--- src/rtl/sense_reader.sv ---
// Delay-line sensor reader: on trigger, settles the sensor, captures DEPTH
// popcount samples of the thermometer code, then drains them over a valid/ready port.
module sense_reader #(
  parameter int LINELEN = 64,
  parameter int DEPTH   = 256,
  parameter int SETTLE  = 2
) (
  input  logic               clkin,
  input  logic               rstnin,
  input  logic [LINELEN-1:0] valin,
  input  logic               trigin,
  output logic               enaout,
  output logic [7:0]         dataout,
  output logic               validout,
  input  logic               readyin,
  output logic               busyout,
  output logic               missout
);

  localparam int AW = (DEPTH > 1) ? $clog2(DEPTH) : 1;
  localparam int CW = (AW + 1 > 4) ? AW + 1 : 4;
  localparam int PW = $clog2(LINELEN + 1);

  typedef enum logic [1:0] {
    ST_IDLE,
    ST_SETTLE,
    ST_CAPTURE,
    ST_DRAIN
  } state_t;

  state_t        state, state_n;
  logic [CW-1:0] cnt;
  logic          load;
  logic [PW-1:0] pc;
  logic [7:0]    sample;
  logic [7:0]    mem [DEPTH];

  // Full popcount so bubbles in the thermometer code are still counted.
  always_comb begin
    pc = '0;
    for (int unsigned i = 0; i < LINELEN; i++) begin
      pc = pc + PW'(valin[i]);
    end
    if (32'(pc) > 32'd255) sample = '1;
    else                   sample = 8'(pc);
  end

  always_comb begin
    state_n = state;
    load    = 1'b0;
    unique case (state)
      ST_IDLE:    if (trigin) state_n = ST_SETTLE;
      ST_SETTLE:  if (cnt == CW'(SETTLE - 1)) state_n = ST_CAPTURE;
      ST_CAPTURE: if (cnt == CW'(DEPTH - 1)) state_n = ST_DRAIN;
      ST_DRAIN: begin
        // Output register is free when empty or being taken this edge.
        if (!validout || readyin) begin
          if (cnt != CW'(DEPTH)) load = 1'b1;
          else                   state_n = ST_IDLE;
        end
      end
      default:    state_n = ST_IDLE;
    endcase
  end

  always_ff @(posedge clkin or negedge rstnin) begin
    if (!rstnin) begin
      state    <= ST_IDLE;
      cnt      <= '0;
      missout  <= 1'b0;
      dataout  <= '0;
      validout <= 1'b0;
    end else begin
      state <= state_n;
      if (state_n != state)
        cnt <= '0;
      else if (state == ST_SETTLE || state == ST_CAPTURE || load)
        cnt <= cnt + CW'(1);
      if (trigin && state != ST_IDLE)
        missout <= 1'b1;
      if (load) begin
        dataout  <= mem[cnt[AW-1:0]];
        validout <= 1'b1;
      end else if (state_n != ST_DRAIN) begin
        validout <= 1'b0;
      end
    end
  end

  always_ff @(posedge clkin) begin
    if (state == ST_CAPTURE)
      mem[cnt[AW-1:0]] <= sample;
  end

  assign enaout  = (state == ST_SETTLE) || (state == ST_CAPTURE);
  assign busyout = (state != ST_IDLE);

endmodule

--- config.mk ---
export PLATFORM = sky130hd
export DESIGN_NAME = sense_reader
export DESIGN_NICKNAME = d
export VERILOG_FILES = /design/src/rtl/sense_reader.sv
export SDC_FILE = /design/constraint.sdc
export NUM_CORES = 2
export LEC_CHECK = 0
export BUFFER_PORTS_ARGS = -buffer_cell sky130_fd_sc_hd__buf_2
export CORE_MARGIN = 2
export CORE_UTILIZATION = 35
export CTS_CLUSTER_SIZE = 30
export DETAILED_ROUTE_END_ITERATION = 10
export HOLD_SLACK_MARGIN = 0.02
export SETUP_SLACK_MARGIN = 0.05
export SYNTH_ARGS = -nofsm -noshare
export SYNTH_HDL_FRONTEND = slang
export SYNTH_SLANG_ARGS = --single-unit
--- constraint.sdc ---
create_clock -name clkin -period 6.45 [get_ports clkin]
set_input_delay 0.645 -clock clkin [delete_from_list [all_inputs] [get_ports clkin]]
set_output_delay 0.645 -clock clkin [all_outputs]
set_load 0.1 [all_outputs]
# Yosys cells after proc, flatten, opt, wreduce, memory -nomap -nowiden
# Memory sizes are Yosys's and may differ from the RTL's. A register that Yosys moved wholly into a read port is not among the register bits.
# Cells that the tools add are included.
# totals
register_bits	21
wordCells	103
output_inout_bits	12
ramBits	1792
n_memories	1
# classes
eq_ne	8
muxes	15
reduce_logical	10
n_addsub	64
# mem_list
memory	words	width	read_ports	rd_clocked_by_memory_dff	wr	line_no	source
mem	256	7	1	1	1	36	logic [7:0] mem [DEPTH];
# ops
op	count
7-bit by 1-bit adder with 7-bit output	57
9-bit 2-to-1 mux	2
2-bit 2-to-1 mux	5
9-bit by 1-bit adder with 9-bit output, second input constant	1
9-bit by 1-bit equality test with 1-bit output, second input constant	1
9-bit by 8-bit equality test with 1-bit output, second input constant	1
9-bit inequality test, second input constant	1
2-bit case mux with 4 select lines	1
6-bit by 1-bit adder with 7-bit output	1
1-bit 2-to-1 mux	7
5-bit by 1-bit adder with 6-bit output	1
2-bit nonzero test	3
4-bit by 1-bit adder with 5-bit output	1
3-bit by 1-bit adder with 4-bit output	1
2-bit equality test, second input constant	2
2-bit by 1-bit adder with 3-bit output	1
1-bit logical OR	3
1-bit by 1-bit adder with 2-bit output	1
2-bit by 1-bit equality test with 1-bit output, second input constant	1
1-bit zero test	2
2-bit zero test	1
2-bit inequality test	1
2-bit inequality test, second input constant	1
1-bit logical AND	1

# Depth between registers and ports, before layout
# logic_depth
depth_word	63
ltp_mapped	20

# Least setup slack after synthesis
# Ideal clock, no wire load.
# synth_timing
path_type	in2reg
from	input valin[47]
to	memory mem[0][4] in the netlist's numbering (data pin)
n_path_buf	0
required_ns	4.803
setup_ns	1.647
setup_slack_ns	-7.644
cell_stages	18
arrival_ns	12.446
path_cell_list	inv_1 fa_1 inv_1 fa_1 fa_1 inv_1 fa_1 inv_1 fa_1 fa_1 fa_1 inv_1 fa_1 inv_1 ha_1 a21o_1 a21oi_1 xnor2_1
# synth_via
elab_chain_len	17
# synth_rtl
item	line_no	source
from (decl)	10	input logic [LINELEN-1:0] valin,
7-bit by 1-bit adder with 7-bit output (17 in a row)	42	pc = pc + PW'(valin[i]);
named net pc[4]	34	logic [PW-1:0] pc;
to (decl)	36	
# The timed path passes the listed nets, and every way through them passes these cells.

# Worst setup path in the final report
# layout_timing
from	input valin[51]
to	memory mem[48][6] in the netlist's numbering (data pin)
# layout_via
elab_chain_len	13
# layout_rtl
item	line_no
7-bit by 1-bit adder with 7-bit output (13 in a row)	42
named net pc[6]	34
# The timed path passes the listed nets, and every way through them passes these cells.

==> impl_metrics.yaml <==
status:
  outcome: "finished, violations left"
  violations: "max-capacitance violations, max-slew violations"
critical_path:
  critPathCaptureType: "flop"
  cp_max_fo: 46
  required_ns: 6.98
  crit_arrival_ns: 6.79
  path_class: "in2reg"
  setup.worst_path.start_class: "primary input"
  reg2reg_depth: 9
detailed_routing:
  drt_wl_total_mm: 202
  initialDrtViolationCount: 4578
  wire_per_inst_um: 30.2
  firstDrtPassIters: 5
  avgViaCountPerCell: 5.61
  ant_nets: 0
  num_vias: 37500
  route.detailed.drc: 0
die:
  start_util: 0.352
  core_area_um2: 207000
  fp.dieH_um: 460
  ios: 80
  num_rows: 167
  die_w_um: 460
  die_area_um2: 211000
sta:
  setup_violations: 0
  max_freq_mhz: 160
  fin_crit_ns: 6.26
  fin_skew_ns: 0.0377
  rsz0062_at_grt: "yes"
  hold_violations: 0
  tightestPinTransition_ns: 1.62
  slew_violations: 2
  maxSlewHeadroom: -0.0858
  setup_slack_ns: 0.186
  layout_worst_path_cycle_share: 0.971
global_route:
  first_global_vias: 37300
  grt_max_degree: 92
  grt_pass1_wl_mm: 285
  grt_overflow: 0
  antenna_found_initial: 8
  globalRouteTotalUtil: 0.189
clock_network:
  cts_sinks: 1812
  path_clk_slew_ns: 0.06
  clockBufferDepth: 3
  insertion_delay_ns: 0.83
  numCtsBuffers: 179
  cts_htree_levels: 4
  clock_tree.root_cell: "clkbuf_16"
  cts_tree: "built"
layout:
  postLayoutCoreUtil: 0.402
  fin_nets: 3979
  areaGrowthSynthToFinish_pct: 14.3
  drive_gt1_frac: 0.247
yosys:
  seq_area_frac_synth: 0.747
  synth_edf_count: 1792
  syn-instance-count: 3604
  yosysMostFrequentCell: "edfxtp_1"
  synth_cell_types: 77
  ys_top_cells_by_count: "1,792 x edfxtp_1, 427 x mux4_2, 302 x nor2_1, 123 x mux2i_1, 111 x nand2_1"
  synth-seq-cells: 1812
  synthTopCellsByArea: "edfxtp_1 74%, mux4_2 13%, mux2i_1 1.7%"
  ys_async_sr_fraction: 0.0110
  synth_area_leader_cell: "edfxtp_1"
  syn-mean-instance-area_um2: 20.2
  synth_ff_type: "edfxtp_1"
  synth_area_um2: 72700
  ys_warn_count: 0
  yosysTopAreaCellShare: 0.740
  syn-num-nets: 3750
placed_design:
  place_hpwl_mm: 130
  pre_cts_ws_ns: -0.768
  gp_congestion: 0.863
  io_buffers: 78
worst_hold_path:
  hold_path.class: "in2reg"
  hold_depth: 2
run:
  drv_cap: 1
flip-flops by register name (all words and copies together), names as in the netlist:
register,count
mem,1792
cnt,9
dataout,7
state,2
missout,1
validout,1
metal layers:
layer	vias to the layer above	part of all wire	global-route usage	wire length [µm]
met5	-	0.00014	0	28
met4	4	0.044	0.0776	8800
met3	401	0.084	0.0375	17000
met2	1837	0.47	0.294	94100
met1	20100	0.41	0.262	81800
li1	15200	-	-	-
worst max-delay path: stages:
cell and delay (ns):
buf_2 0.13, inv_8 0.03, fa_1 0.54, inv_1 0.06
fa_2 0.53, inv_2 0.04, fa_2 0.52, fa_1 0.44
fa_1 0.55, fa_1 0.44, fa_1 0.50, fa_1 0.51
inv_1 0.06, ha_4 0.17, fa_4 0.47, a21o_1 0.22
a21oi_4 0.14, inv_1 0.06, a21oi_2 0.18, o21bai_4 0.09
buf_12 0.18, clkbuf_16 0.23
cells in the final DEF (no fill, tap or decap), drive strengths merged, types with 8 or more instances in the layout:
cell type / netlist / final
nand4: 12 / 12
clkbuf: 96 / 231
mux2: 8 / 8
dfrtp: 20 / 20
a22oi: 56 / 56
o22ai: 22 / 22
clkinv: 0 / 83
buf: 119 / 260
ha: 24 / 24
nand3: 43 / 43
a21oi: 35 / 35
o211ai: 15 / 15
nor2: 302 / 302
edfxtp: 1792 / 1792
a32oi: 16 / 16
a31oi: 12 / 12
nand2: 111 / 111
mux2i: 123 / 123
and3: 24 / 24
fa: 54 / 54
nor3: 12 / 12
inv: 108 / 115
o21ai: 26 / 26
xnor2: 9 / 9
mux4: 427 / 427
nor2b: 12 / 12
a211oi: 16 / 16
cells by family (layout without fill, tap and decap cells):
logic type / Yosys count / count (layout) / share of synthesized area
AO/OA/AOI/OAI: 262 / 262 / 0.0259
XOR/XNOR: 11 / 11 / 0.00133
adder cells (fa/ha/maj): 78 / 78 / 0.0190
buffers and inverters: 323 / 700 / 0.0217
flip-flops: 1812 / 1812 / 0.747
multiplexers: 558 / 558 / 0.151
other: 1 / 6 / 0.0000516
AND/OR/NAND/NOR: 559 / 559 / 0.0341
stage by stage:
step	cells	setup TNS (ns)	instance area, µm²	hold slack (ns)
after floorplan	3604	-2984.36	72800	0.349
after global placement	6351	-344.88	77400	0.444
after detailed placement	6351	-511.50	77400	0.453
after CTS	6681	0	83000	0.117
after global routing	6687	0	83000	0.144
final	6690	0	83000	0.172
worst paths after layout:
kind                       startpoint         end  slack, ns
setup / recovery            valin[51]  mem[48][6]       0.19
hold reg to reg               missout     missout       0.46
max in group asynchronous      rstnin      cnt[2]       5.51
setup reg to reg               cnt[0]  dataout[4]       2.10
hold / removal                 trigin     missout       0.17
min in group asynchronous      rstnin     missout       0.40
timing repair:
item                                    in CTS  in global routing
resized for setup                            0                  5
endpoints found under the hold margin       20                  0
hold buffers                                 1                  0
setup buffers                                0                  1
endpoints found under the setup margin       0                220
layout make-up:
class | count | area [µm²]
clock inverter | 100 | 830
clock buffer | 229 | 4690
multi-input combinational | 1469 | 17000
inverter | 108 | 420
fill | 18100 | 124000
sequential | 1812 | 54300
antenna | 5 | 12.5
tap | 2704 | 3380
timing repair buffer | 263 | 2390
Power is left out: the tool's default activity adds up to more than one toggle a clock period on the data nets, which glitch-free logic cannot reach.
